<file path="src/rtl/vector_load_store_unit.sv">
// vector_load_store_unit: moves one LANES x WIDTH vector between a
// word-addressed synchronous data memory and the vector register bank.
//
// Ports:
//   CLK, RST         clock (rising edge), async active-high reset
//   START, OP        transfer request (sampled in IDLE); 0 = load, 1 = store
//   BASE_ADDR        word address of lane 0 (wraps modulo 2^ADDR_W)
//   VS               store source vector, latched at START
//   MEM_RD           memory read data, valid one cycle after MEM_ADDR
//   MEM_ADDR/WE/WD   registered memory address, write enable, write data
//   VD_OUT, WE3      assembled load vector and 1-cycle bank write enable
//   BUSY, DONE       transfer in progress, 1-cycle completion pulse
module vector_load_store_unit #(
    parameter int WIDTH  = 16,
    parameter int LANES  = 10,
    parameter int ADDR_W = 16
) (
    input  logic                         CLK,
    input  logic                         RST,
    input  logic                         START,
    input  logic                         OP,
    input  logic [ADDR_W-1:0]            BASE_ADDR,
    input  logic [LANES-1:0][WIDTH-1:0]  VS,
    input  logic [WIDTH-1:0]             MEM_RD,
    output logic [ADDR_W-1:0]            MEM_ADDR,
    output logic                         MEM_WE,
    output logic [WIDTH-1:0]             MEM_WD,
    output logic [LANES-1:0][WIDTH-1:0]  VD_OUT,
    output logic                         WE3,
    output logic                         BUSY,
    output logic                         DONE
);

    localparam int CNT_W = (LANES > 1) ? $clog2(LANES) : 1;

    typedef enum logic [2:0] {
        S_IDLE,
        S_LOAD,
        S_LOAD_LAST,
        S_WRITEBACK,
        S_STORE,
        S_FINISH
    } state_t;

    state_t                        r_state;
    logic [CNT_W-1:0]              r_cnt;
    logic [ADDR_W-1:0]             r_base;
    logic [LANES-1:0][WIDTH-1:0]   r_vs;
    // Lanes 0..LANES-2 only; the last lane goes straight from MEM_RD
    // into VD_OUT on entry to WRITEBACK.
    logic [LANES-2:0][WIDTH-1:0]   r_buf;
    logic [LANES-1:0][WIDTH-1:0]   r_vd;
    logic [ADDR_W-1:0]             r_addr;
    logic                          r_we;
    logic [WIDTH-1:0]              r_wd;
    logic                          r_we3;
    logic                          r_done;
    logic                          r_busy;

    state_t                        w_state;
    logic [CNT_W-1:0]              w_cnt;
    logic [CNT_W-1:0]              w_cnt_inc;
    logic [ADDR_W-1:0]             w_base;
    logic [ADDR_W-1:0]             w_addr;
    logic [ADDR_W-1:0]             w_addr_inc;
    logic                          w_we;
    logic [WIDTH-1:0]              w_wd;
    logic                          w_we3;
    logic                          w_done;
    logic                          w_busy;
    logic                          w_last;
    logic                          w_accept;

    assign w_last     = (r_cnt == CNT_W'(LANES - 1));
    assign w_cnt_inc  = r_cnt + 1'b1;
    assign w_addr_inc = r_base + ADDR_W'(r_cnt) + ADDR_W'(1);
    assign w_accept   = (r_state == S_IDLE) && START;

    // Next-state and next-output logic; every output is registered, so
    // the value computed here appears on the port during the next state.
    always_comb begin
        w_state = r_state;
        w_cnt   = r_cnt;
        w_base  = r_base;
        w_addr  = r_addr;
        w_we    = 1'b0;
        w_wd    = r_wd;
        w_we3   = 1'b0;
        w_done  = 1'b0;
        w_busy  = r_busy;
        unique case (r_state)
            S_IDLE: begin
                w_busy = 1'b0;
                if (START) begin
                    w_base = BASE_ADDR;
                    w_addr = BASE_ADDR;
                    w_cnt  = '0;
                    w_busy = 1'b1;
                    if (OP) begin
                        w_state = S_STORE;
                        w_we    = 1'b1;
                        w_wd    = VS[0];
                    end else begin
                        w_state = S_LOAD;
                    end
                end
            end
            S_LOAD: begin
                if (w_last) begin
                    w_state = S_LOAD_LAST;
                end else begin
                    w_cnt  = w_cnt_inc;
                    w_addr = w_addr_inc;
                end
            end
            S_LOAD_LAST: begin
                w_state = S_WRITEBACK;
                w_we3   = 1'b1;
                w_done  = 1'b1;
            end
            S_WRITEBACK: begin
                w_state = S_IDLE;
                w_busy  = 1'b0;
            end
            S_STORE: begin
                if (w_last) begin
                    w_state = S_FINISH;
                    w_done  = 1'b1;
                end else begin
                    w_cnt  = w_cnt_inc;
                    w_addr = w_addr_inc;
                    w_we   = 1'b1;
                    w_wd   = r_vs[w_cnt_inc];
                end
            end
            S_FINISH: begin
                w_state = S_IDLE;
                w_busy  = 1'b0;
            end
            default: begin
                w_state = S_IDLE;
                w_busy  = 1'b0;
            end
        endcase
    end

    always_ff @(posedge CLK or posedge RST) begin
        if (RST) begin
            r_state <= S_IDLE;
            r_cnt   <= '0;
            r_base  <= '0;
            r_addr  <= '0;
            r_we    <= 1'b0;
            r_wd    <= '0;
            r_we3   <= 1'b0;
            r_done  <= 1'b0;
            r_busy  <= 1'b0;
        end else begin
            r_state <= w_state;
            r_cnt   <= w_cnt;
            r_base  <= w_base;
            r_addr  <= w_addr;
            r_we    <= w_we;
            r_wd    <= w_wd;
            r_we3   <= w_we3;
            r_done  <= w_done;
            r_busy  <= w_busy;
        end
    end

    // Read data lags the address by one cycle, so LOAD step i captures
    // the word requested in step i-1.
    always_ff @(posedge CLK or posedge RST) begin
        if (RST) begin
            r_vs  <= '0;
            r_buf <= '0;
            r_vd  <= '0;
        end else begin
            if (w_accept && OP) begin
                r_vs <= VS;
            end
            if (r_state == S_LOAD && r_cnt != '0) begin
                r_buf[r_cnt - 1'b1] <= MEM_RD;
            end
            if (r_state == S_LOAD_LAST) begin
                r_vd <= {MEM_RD, r_buf};
            end
        end
    end

    assign MEM_ADDR = r_addr;
    assign MEM_WE   = r_we;
    assign MEM_WD   = r_wd;
    assign VD_OUT   = r_vd;
    assign WE3      = r_we3;
    assign BUSY     = r_busy;
    assign DONE     = r_done;

endmodule

</file>
<file path="config.mk">
export PLATFORM = sky130hd
export DESIGN_NAME = vector_load_store_unit
export DESIGN_NICKNAME = d
export VERILOG_FILES = /design/src/rtl/vector_load_store_unit.sv
export SDC_FILE = /design/constraint.sdc
export NUM_CORES = 1
export LEC_CHECK = 0
export CORE_MARGIN = 2
export CORE_UTILIZATION = 54
export CTS_BUF_LIST = sky130_fd_sc_hd__clkbuf_8
export CTS_CLUSTER_SIZE = 14
export DETAILED_ROUTE_END_ITERATION = 6
export PLACE_DENSITY = 0.82
export SYNTH_ARGS = -nofsm -noshare
export SYNTH_HDL_FRONTEND = slang
export SYNTH_SLANG_ARGS = --single-unit
</file>
<file path="constraint.sdc">
create_clock -name CLK -period 23.1 [get_ports CLK]
set_clock_uncertainty 0.2 [all_clocks]
set_input_delay 5.775 -clock CLK [delete_from_list [all_inputs] [get_ports CLK]]
set_output_delay 5.775 -clock CLK [all_outputs]
set_load 0.05 [all_outputs]
</file>
==> results by group, run 1 <==
Outcome
  • Status: finished clean

Worst setup path
  • CP Depth: 5
  • Data arrival, critical path: 8960 ps
  • R2r setup slk: 18960 ps
  • Startpoint types: primary input
  • Crit path max fanout: 95
  • Worst path slowest cell: nor4b_4
  • Crit. End Element: flip-flop
  • Depth of the most critical reg-to-reg path: 5
  • RR Endpoint: VD_OUT[13]$_DFFE_PP0P_
  • Cell family with most CP delay: simple AND/OR/NAND/NOR gates
  • RR Startpoint: r_state[1]$_DFFE_PP0P_
  • Worst setup path endpoint: r_vs[77]$_DFFE_PP0P_
  • CP max stage delay: 910 ps
  • CP cell instances: clkdlybuf4s50_1 > nor4b_4 > nand2_8 > buf_4 > mux2_1
  • Crit. Startpoint: START
  • Setup CP Type: in2reg
  • Worst Path Buf+Inv: 2
  • CP required: 23420 ps

Logic synthesis
  • Seq cells post-synth: 523
  • Post-synthesis cell area: 21600 um2
  • Mapped Cells: 1465
  • Ys async rst share: 1.00
  • Commonest register cell after synthesis: dfrtp_1
  • Post-synth EDFFs: 0
  • Syn Nets: 1672
  • Synth cell types: 50
  • Synth Warn #: 0
  • Avg Inst Size Synth: 14.8 um2
  • Seq/Total Area, Yosys: 0.605

STA
  • Fin crit share: 0.374
  • Final setup vio count: 0
  • FMAX: 116 MHz
  • Unrepaired setup endpoints after global routing: no
  • Tmin final: 8640 ps
  • TNS Setup: 0 ps
  • Final hold vios: 0
  • Rel. slew slack: 0.236
  • Fin Hold WS: 298 ps
  • Fin. max-slew vios: 0
  • Actual slew at the worst max-slew pin: 1150 ps

CTS
  • CTS max path bufs: 3
  • CTS tree: built
  • Clock-pin slew of the registers on the worst-case setup and hold paths: 60 ps
  • Hold buffers post-CTS: 0
  • Post-CTS Resized: 0
  • Worst skew pair latency: 640 ps
  • H-tree levels: 3
  • Clock root buffer: clkbuf_8
  • TritonCTS buffer count: 86
  • CTS Sinks: 523
  • Post-CTS setup buffer count: 0

Layout
  • Multi-input logic area: 7930 um2
  • Area Overhead vs Synth: 27.4%
  • Share of cells above drive strength 1: 0.336
  • Fill cells: 2711
  • Nets: 2065
  • Register area: 13100 um2

GRT
  • First-pass GRT wire length: 81600 um
  • Total gr overflow: 0
  • Initial antenna violation count: 9
  • Total track usage: 0.257
  • Largest net degree at the start of global routing: 174
  • Vias in the first global route: 14400

Floorplanning
  • # IOs: 392
  • Die width: 204 um
  • Row cnt: 73
  • Die Y: 204 um
  • Die Area: 41700 um2
  • Initial Util: 0.546
  • CORE AREA: 39600 um2

Route
  • DR pass1 iterations: 5
  • Via density: 5.53
  • Drt first-iter violations: 706
  • Total Routed Length: 52900 um
  • Vias after detailed routing: 13600
  • Drt wl/cell: 21.6 um
  • Routed Antenna Nets: 0
  • DRC: 0

Power and ir drop
  • Tot Pwr: 3.68 mW
  • Worst IR drop on VDD: 0.0732 mV
  • Pleak: 12.5 nW
  • Power Dens Cells: 133 nW/um2

Flow run
  • Max-cap viol count: 0

Place
  • Post-detail-place hpwl: 36500 um
  • PortBufs: 391
  • RePlAce Congestion: 0.862

Min path
  • Hold Crit Class: reg2reg
-- synthesized netlist by cell type (6+ instances only) --
cell / n / area share
a211oi_1: 17 / 0.0059
a21oi_1: 14 / 0.0032
and3_1: 6 / 0.0017
buf_1: 16 / 0.0028
buf_2: 43 / 0.0099
buf_4: 8 / 0.0028
buf_6: 9 / 0.0047
clkbuf_1: 18 / 0.0031
dfrtp_1: 523 / 0.60
ha_1: 10 / 0.0058
inv_1: 43 / 0.0075
mux2_1: 12 / 0.0062
mux2_2: 468 / 0.24
mux4_2: 32 / 0.033
nand2_1: 64 / 0.011
nand3_1: 9 / 0.0021
nor2_1: 30 / 0.0052
nor3_1: 37 / 0.0086
o211ai_1: 9 / 0.0031
o21ai_0: 12 / 0.0028
o22ai_1: 16 / 0.0046
xor2_1: 7 / 0.0028
-- cells in the final DEF, fill, tap and decap left out, types with 3 or more instances in the layout --
| master | netlist | final |
|---|---|---|
| dfrtp_1 | 523 | 522 |
| mux2_2 | 468 | 468 |
| clkdlybuf4s50_1 | 0 | 391 |
| clkbuf_8 | 0 | 101 |
| inv_1 | 43 | 76 |
| nand2_1 | 64 | 64 |
| nor3_1 | 37 | 37 |
| mux4_2 | 32 | 32 |
| nor2_1 | 30 | 30 |
| a211oi_1 | 17 | 17 |
| o22ai_1 | 16 | 16 |
| a21oi_1 | 14 | 14 |
| mux2_1 | 12 | 12 |
| o21ai_0 | 12 | 12 |
| nand3_1 | 9 | 9 |
| o211ai_1 | 9 | 9 |
| ha_1 | 10 | 9 |
| clkinv_2 | 0 | 8 |
| xor2_1 | 7 | 7 |
| buf_4 | 8 | 7 |
| and3_1 | 6 | 6 |
| xnor2_1 | 5 | 5 |
| a21o_1 | 5 | 5 |
| nand2b_1 | 5 | 5 |
| nand4_1 | 5 | 5 |
| diode_2 | 0 | 4 |
| nand3_2 | 4 | 4 |
| inv_6 | 0 | 4 |
| o31ai_1 | 3 | 3 |
| o2111ai_1 | 3 | 3 |
| or4_1 | 3 | 3 |
| clkinv_8 | 0 | 3 |
| bufinv_16 | 0 | 3 |
-- final cells by class --
type / instances / area share
repair buffers: 399 / 0.145
well taps: 525 / 0.0238
clock inverters: 52 / 0.0124
flip-flops and latches: 523 / 0.475
clock buffers: 101 / 0.0504
diodes: 4 / 0.000363
inverters: 43 / 0.00612
multi-input cells: 805 / 0.288
-- power by group --
part / internal, mW / leakage [nW] / switching (mW) / total (mW)
Combinational: 0.631 / 4.79 / 0.770 / 1.40
Clock: 0.435 / 1.02 / 0.370 / 0.805
Sequential: 1.27 / 6.65 / 0.205 / 1.47
Total: 2.33 / 12.5 / 1.35 / 3.68
-- metal layers --
| layer | vias to the layer above | part of all wire | GRT usage |
|---|---|---|---|
| li1 | 6009 | - | - |
| met1 | 7000 | 0.40 | 0.320 |
| met2 | 428 | 0.51 | 0.432 |
| met3 | 103 | 0.070 | 0.0745 |
| met4 | 12 | 0.026 | 0.0862 |
| met5 | - | 0.0014 | 0 |
-- through the flow --
step,setup WS [ps],std cells,area [um2],utilization
2_1_floorplan,2510,1465,21600,-
3_3_place_gp,13850,2295,25800,0.652
3_5_place_dp,13790,2295,25800,0.652
4_1_cts,14490,2448,27600,0.695
5_1_grt,14190,2451,27600,0.696
6_report,14460,2452,27600,0.696
-- sequential cells by signal (all words and copies together), names as in the netlist --
signal	count
r_buf	144
BUSY	1
MEM_WE	1
r_state	3
MEM_ADDR	16
DONE	1
WE3	1
r_cnt	4
r_vs	160
MEM_WD	16
VD_OUT	160
r_base	16
-- cell families after synthesis --
family / after synthesis / synth area share
mux: 513 / 0.284
buf+inv: 137 / 0.0308
simple gates: 176 / 0.0396
fa+ha+maj: 11 / 0.00671
compound gates: 93 / 0.0299
flops: 523 / 0.605
xor+xnor: 12 / 0.00486
-- worst min-delay path by stage --
stage | startpoint | cells after the start | slack [ps] | end
floorplan | r_base[2]$_DFFE_PP0P_ | 2 | 250 | r_base[2]$_DFFE_PP0P_
global placement | r_base[3]$_DFFE_PP0P_ | 2 | 270 | r_base[3]$_DFFE_PP0P_
detailed placement | r_base[3]$_DFFE_PP0P_ | 2 | 280 | r_base[3]$_DFFE_PP0P_
CTS | r_base[3]$_DFFE_PP0P_ | 2 | 300 | r_base[3]$_DFFE_PP0P_
global route | r_buf[17]$_DFFE_PP0P_ | 1 | 310 | r_buf[17]$_DFFE_PP0P_
finish | r_vs[40]$_DFFE_PP0P_ | 1 | 300 | r_vs[40]$_DFFE_PP0P_
Note: power is estimated with default switching activity, not from simulation.
==> inputs of run 2 (changes only) <==
==> constraint.sdc (replaced) <==
create_clock -name CLK -period 9.05 [get_ports CLK]
set_clock_uncertainty 0.2 [all_clocks]
set_input_delay 2.2625 -clock CLK [delete_from_list [all_inputs] [get_ports CLK]]
set_output_delay 2.2625 -clock CLK [all_outputs]
set_load 0.05 [all_outputs]
==> results by group, run 2 (synthesis results as in run 1) <==
CTS
  • Post-CTS setup buffer count: 0 (unchanged)
  • Hold buffers post-CTS: 0 (unchanged)
  • CTS Sinks: 523 (unchanged)
  • Clock root buffer: clkbuf_8
  • CTS max path bufs: 3 (unchanged)
  • Clock-pin slew of the registers on the worst-case setup and hold paths: 60 ps (about the same)
  • H-tree levels: 3 (unchanged)
  • TritonCTS buffer count: 86 (unchanged)
  • Worst skew pair latency: 640 ps (about the same)
  • Post-CTS Resized: 0 (unchanged)
  • CTS tree: built

STA
  • Rel. slew slack: 0.280 (+0.0443)
  • Fin. max-slew vios: 0 (unchanged)
  • Unrepaired setup endpoints after global routing: no
  • Actual slew at the worst max-slew pin: 1080 ps (-66.4 ps)
  • Final setup vio count: 0 (unchanged)
  • Final setup margin: 4310 ps (-10150 ps)
  • Tmin final: 4740 ps
  • TNS Setup: 0 ps (unchanged)
  • Final hold vios: 0 (unchanged)
  • Fin crit share: 0.524
  • Fin Hold WS: 290 ps (-8.50 ps)
  • FMAX: 211 MHz

Power and ir drop
  • Clock group share of total power: 0.219 (about the same)
  • Switching share of total power: 0.365 (-0.00100)
  • Worst IR drop on VDD: 0.179 mV (+140%)
  • Tot Pwr: 9.39 mW (+160%)
  • Seq pwr share: 0.402 (+0.002)
  • Cell internal pwr: 5.97 mW (+160%)
  • Combinational power share: 0.380 (about the same)
  • Pleak: 12.4 nW (-0.15%)
  • Power Dens Cells: 340 nW/um2 (+160%)
  • P_sw: 3.43 mW (+150%)

Flow run
  • Max-cap viol count: 0 (unchanged)

Floorplanning
  • Die Y: 204 um (unchanged)
  • Die width: 204 um (unchanged)
  • CORE AREA: 39600 um2 (unchanged)
  • # IOs: 392 (unchanged)
  • Initial Util: 0.546 (unchanged)
  • Die Area: 41700 um2 (unchanged)
  • Row cnt: 73 (unchanged)

Route
  • DRC: 0 (unchanged)
  • DR pass1 iterations: 6 (+1)
  • Total Routed Length: 53500 um (+1.2%)
  • Drt first-iter violations: 717 (+1.6%)
  • Via density: 5.56 (+0.54%)
  • Routed Antenna Nets: 0 (unchanged)
  • Vias after detailed routing: 13600 (+0.41%)
  • Drt wl/cell: 21.9 um (+1.3%)

GRT
  • Initial antenna violation count: 10 (+1)
  • Largest net degree at the start of global routing: 180 (+3.4%)
  • Total track usage: 0.260 (+0.00303)
  • Total gr overflow: 0 (unchanged)
  • First-pass GRT wire length: 82400 um (+1.0%)
  • Vias in the first global route: 14300 (-0.16%)

Worst setup path
  • Depth of the most critical reg-to-reg path: 5 (unchanged)
  • Crit path max fanout: 101 (+6.3%)
  • Data arrival, critical path: 5050 ps (-3910 ps)
  • RR Endpoint: r_buf[131]$_DFFE_PP0P_
  • Setup CP Type: in2reg
  • R2r setup slk: 5360 ps (-13600 ps)
  • Startpoint types: primary input
  • CP required: 9360 ps (-14060 ps)
  • Crit. End Element: flip-flop
  • RR Startpoint: r_cnt[0]$_DFFE_PP0P_

Place
  • Post-Place Worst Slack: 3670 ps (-10110 ps)
  • Post-detail-place hpwl: 36700 um (+0.42%)
  • RePlAce Congestion: 0.842 (-2.3%)
  • PortBufs: 391 (unchanged)

Min path
  • Hold Crit Class: reg2reg
  • Min-Delay Path Depth: 1 (unchanged)
  • WHS Endpoint: r_vs[38]$_DFFE_PP0P_
  • Worst Hold Launch: r_vs[38]$_DFFE_PP0P_

Layout
  • Commonest non-fill, non-tap cell in the layout: dfrtp_1
  • Most frequent cells in the layout: dfrtp_1 (522), mux2_2 (468), clkdlybuf4s50_1 (391), clkbuf_8 (103), inv_1 (67)
  • Fill cells: 2742 (+1.1%)
  • Area Overhead vs Synth: 27.5% (about the same)
  • Nets: 2067 (+0.097%)
  • Share of cells above drive strength 1: 0.340 (+0.00382)

Outcome
  • Status: finished clean
-- run 2: changes by cell type in the layout (fill, tap and decap cells not counted) --
cell and delta:
inv_1 -9, clkinvlp_4 +3, clkinv_8 -2, ha_1 +1, clkinv_2 +5, buf_12 +2
diode_2 -2, clkbuf_8 +2, ha_2 -1, inv_6 -2
-- run 2: layer usage --
metal	vias to the layer above	GRT usage	wire (um)
met1	7032	0.319	21000
met4	12	0.0903	1300
li1	6018	-	-
met3	88	0.0791	4150
met2	458	0.438	27000
met5	-	0	82
-- run 2: power by group through the flow --
stage	combinational [mW]	clock, mW	sequential, mW
after floorplan	1.85	0	4.36
after global placement	3.49	0	3.73
after detailed placement	3.58	0	3.80
after CTS	3.59	2.10	3.77
after global routing	3.79	2.21	3.87
final	3.57	2.05	3.77
-- run 2: cell type report --
cell class | count | area (um2) | share of cell area
sequential | 523 | 13100 | 0.474
multi-input combinational | 805 | 7930 | 0.287
timing repair buffer | 401 | 4030 | 0.146
clock buffer | 103 | 1420 | 0.0514
tap | 525 | 657 | 0.0238
clock inverter | 47 | 309 | 0.0112
inverter | 43 | 165 | 0.00598
antenna | 2 | 5.00 | 0.000181
-- run 2: worst max path at each step --
stage | slack, ps | from | to
final | 4310 | START | r_vs[121]$_DFFE_PP0P_
after global routing | 4150 | START | r_vs[121]$_DFFE_PP0P_
after CTS | 4340 | START | r_vs[121]$_DFFE_PP0P_
after detailed placement | 3670 | START | r_vs[51]$_DFFE_PP0P_
after global placement | 3730 | START | r_vs[79]$_DFFE_PP0P_
after floorplan | -520 | RST | BUSY$_DFFE_PP0N_
-- run 2: stage by stage --
step | util | cell area, um2 | instances
after floorplan | - | 21600 | 1465
after global placement | 0.653 | 25900 | 2297
after detailed placement | 0.653 | 25900 | 2297
after CTS | 0.696 | 27600 | 2447
after global routing | 0.696 | 27600 | 2448
final | 0.696 | 27600 | 2449
-- run 2: worst max-delay path, cell delays in order --
cell and delay (ps):
clkdlybuf4s50_1 480, nor4b_4 160, buf_4 230, nand2_8 470
buf_4 860, mux2_2 430
==> inputs of run 3 (changes only) <==
--- a/config.mk
+++ b/config.mk
@@ -6,11 +6,11 @@
 export NUM_CORES = 1
 export LEC_CHECK = 0
 export CORE_MARGIN = 2
-export CORE_UTILIZATION = 54
+export CORE_UTILIZATION = 49
 export CTS_BUF_LIST = sky130_fd_sc_hd__clkbuf_8
 export CTS_CLUSTER_SIZE = 14
 export DETAILED_ROUTE_END_ITERATION = 6
-export PLACE_DENSITY = 0.82
+export PLACE_DENSITY = 0.78
 export SYNTH_ARGS = -nofsm -noshare
 export SYNTH_HDL_FRONTEND = slang
 export SYNTH_SLANG_ARGS = --single-unit
==> constraint.sdc (replaced) <==
create_clock -name CLK -period 4.33 [get_ports CLK]
set_clock_uncertainty 0.2 [all_clocks]
set_input_delay 1.0825 -clock CLK [delete_from_list [all_inputs] [get_ports CLK]]
set_output_delay 1.0825 -clock CLK [all_outputs]
set_load 0.05 [all_outputs]
==> results by group, run 3 (synthesis results as in run 1) <==
Outcome
  • Status: finished clean

Floorplanning
  • Initial Util: 0.493 (-0.0533)
  • # IOs: 392 (unchanged)
  • Row cnt: 77 (+5.5%)
  • Die Y: 214 um (+4.9%)
  • Die Area: 45900 um2 (+10%)
  • CORE AREA: 43900 um2 (+11%)
  • Die width: 214 um (+4.9%)

STA
  • Unrepaired setup endpoints after global routing: no
  • Tmin final: 3230 ps
  • FMAX: 309 MHz
  • TNS Setup: 0 ps (unchanged)
  • Final setup vio count: 0 (unchanged)
  • Fin crit share: 0.747
  • Actual slew at the worst max-slew pin: 991 ps (-89.4 ps)
  • Rel. slew slack: 0.340 (+0.0596)
  • Final hold vios: 0 (unchanged)
  • Fin Hold WS: 278 ps (-12.1 ps)
  • Fin. max-slew vios: 0 (unchanged)
  • Final setup margin: 1100 ps (-3210 ps)

CTS
  • Worst skew pair latency: 690 ps (+50 ps)
  • Clock-pin slew of the registers on the worst-case setup and hold paths: 60 ps (about the same)
  • CTS tree: built
  • Post-CTS setup buffer count: 0 (unchanged)
  • Post-CTS Resized: 0 (unchanged)
  • TritonCTS buffer count: 87 (+1.2%)
  • Clock root buffer: clkbuf_8
  • CTS Sinks: 523 (unchanged)
  • H-tree levels: 3 (unchanged)
  • CTS max path bufs: 3 (unchanged)
  • Hold buffers post-CTS: 0 (unchanged)

GRT
  • Total track usage: 0.244 (-0.0161)
  • Initial antenna violation count: 10 (unchanged)
  • First-pass GRT wire length: 86300 um (+4.7%)
  • Largest net degree at the start of global routing: 110 (-39%)
  • Total gr overflow: 0 (unchanged)
  • Vias in the first global route: 14500 (+1.4%)

Layout
  • Nets: 2088 (+1.0%)
  • Most frequent cells in the layout: dfrtp_1 (522), mux2_2 (468), clkdlybuf4s50_1 (391), clkbuf_8 (112), inv_1 (77)
  • Share of cells above drive strength 1: 0.345 (+0.00519)
  • Final std cells w/o fill: 2545 (+3.9%)
  • Fill cells: 3278 (+20%)
  • Post-Layout Inst Area: 27900 um2 (+1.3%)
  • Commonest non-fill, non-tap cell in the layout: dfrtp_1
  • Area Overhead vs Synth: 29.1%
  • Register area: 13100 um2 (unchanged)
  • Multi-input logic area: 7930 um2 (about the same)
  • Post-route core utilization: 0.636 (-0.0601)

Route
  • Routed Antenna Nets: 0 (unchanged)
  • Vias after detailed routing: 13600 (+0.26%)
  • Via density: 5.36 (-3.5%)
  • Drt first-iter violations: 849 (+18%)
  • Total Routed Length: 55400 um (+3.4%)
  • DR pass1 iterations: 4 (-2)
  • Drt wl/cell: 21.8 um (-0.46%)
  • DRC: 0 (unchanged)

Worst setup path
  • Startpoint types: flip-flop
  • Worst Path Buf+Inv: 1 (-2)
  • CP Depth: 1 (-5)
  • CP required: 3050 ps (-6310 ps)
  • Worst path slowest cell: clkdlybuf4s50_1
  • CP cell instances: clkdlybuf4s50_1
  • R2r setup slk: 1100 ps (-4260 ps)
  • RR Startpoint: r_cnt[1]$_DFFE_PP0P_
  • Crit path max fanout: 4 (-96%)
  • Crit. End Element: output pin
  • Data arrival, critical path: 1950 ps (-3100 ps)
  • Cell family with most CP delay: buffers and inverters
  • Setup CP Type: reg2out
  • Crit. Startpoint: BUSY$_DFFE_PP0N_
  • Worst setup path endpoint: BUSY
  • CP max stage delay: 880 ps (+20 ps)
  • Depth of the most critical reg-to-reg path: 5 (unchanged)
  • RR Endpoint: r_buf[80]$_DFFE_PP0P_

Flow run
  • Max-cap viol count: 0 (unchanged)

Place
  • Post-detail-place hpwl: 38700 um (+5.6%)
  • Post-Place Worst Slack: 795 ps (-2880 ps)
  • RePlAce Congestion: 0.848 (+0.75%)
  • Placed cells: 2384 (+3.8%)
  • PortBufs: 391 (unchanged)
  • Placed inst area: 26200 um2 (+1.2%)

Power and ir drop
  • Pleak: 12.6 nW (+1.4%)
  • Tot Pwr: 19.7 mW (+110%)
  • Power Dens Cells: 706 nW/um2 (+110%)
  • Worst IR drop on VDD: 0.438 mV (+140%)

Min path
  • Hold Crit Class: reg2reg
[run 3: cell types whose count changed in the layout (fill, tap and decap cells not counted), moves of 3 or more]
cell / change
bufinv_16: -3
inv_1: +10
clkinv_2: -7
buf_12: +5
buf_4: +15
clkbuf_8: +9
[run 3: how the worst min path moves through the flow]
stage                            startpoint                       to  slack [ps]  cells after the start
detailed placement     r_vs[35]$_DFFE_PP0P_     r_vs[35]$_DFFE_PP0P_         280                      1
global route          r_buf[55]$_DFFE_PP0P_   VD_OUT[55]$_DFFE_PP0P_         290                      1
floorplan             r_base[2]$_DFFE_PP0P_    r_base[2]$_DFFE_PP0P_         250                      2
CTS                   r_buf[61]$_DFFE_PP0P_   VD_OUT[61]$_DFFE_PP0P_         270                      1
finish                r_buf[61]$_DFFE_PP0P_   VD_OUT[61]$_DFFE_PP0P_         280                      1
global placement    MEM_ADDR[2]$_DFFE_PP0P_  MEM_ADDR[2]$_DFFE_PP0P_         270                      2
[run 3: per-layer routing]
| metal | GRT usage | wire length [um] | vias up |
|---|---|---|---|
| li1 | - | - | 6060 |
| met1 | 0.311 | 23000 | 7050 |
| met2 | 0.408 | 27300 | 424 |
| met3 | 0.0670 | 3820 | 93 |
| met4 | 0.0755 | 1090 | 16 |
| met5 | 0 | 101 | - |
[run 3: cell type report]
class	instances	share of cell area
tap	592	0.0265
clock inverter	47	0.00837
timing repair buffer	421	0.152
inverter	43	0.00591
antenna	2	0.000179
multi-input combinational	805	0.284
sequential	523	0.468
clock buffer	112	0.0552
[run 3: report_power, final]
part / leakage (nW) / switching [mW] / internal, mW
logic: 4.92 / 4.10 / 3.40
clock network: 1.05 / 2.01 / 2.34
registers: 6.65 / 1.11 / 6.77
total: 12.6 / 7.22 / 12.5
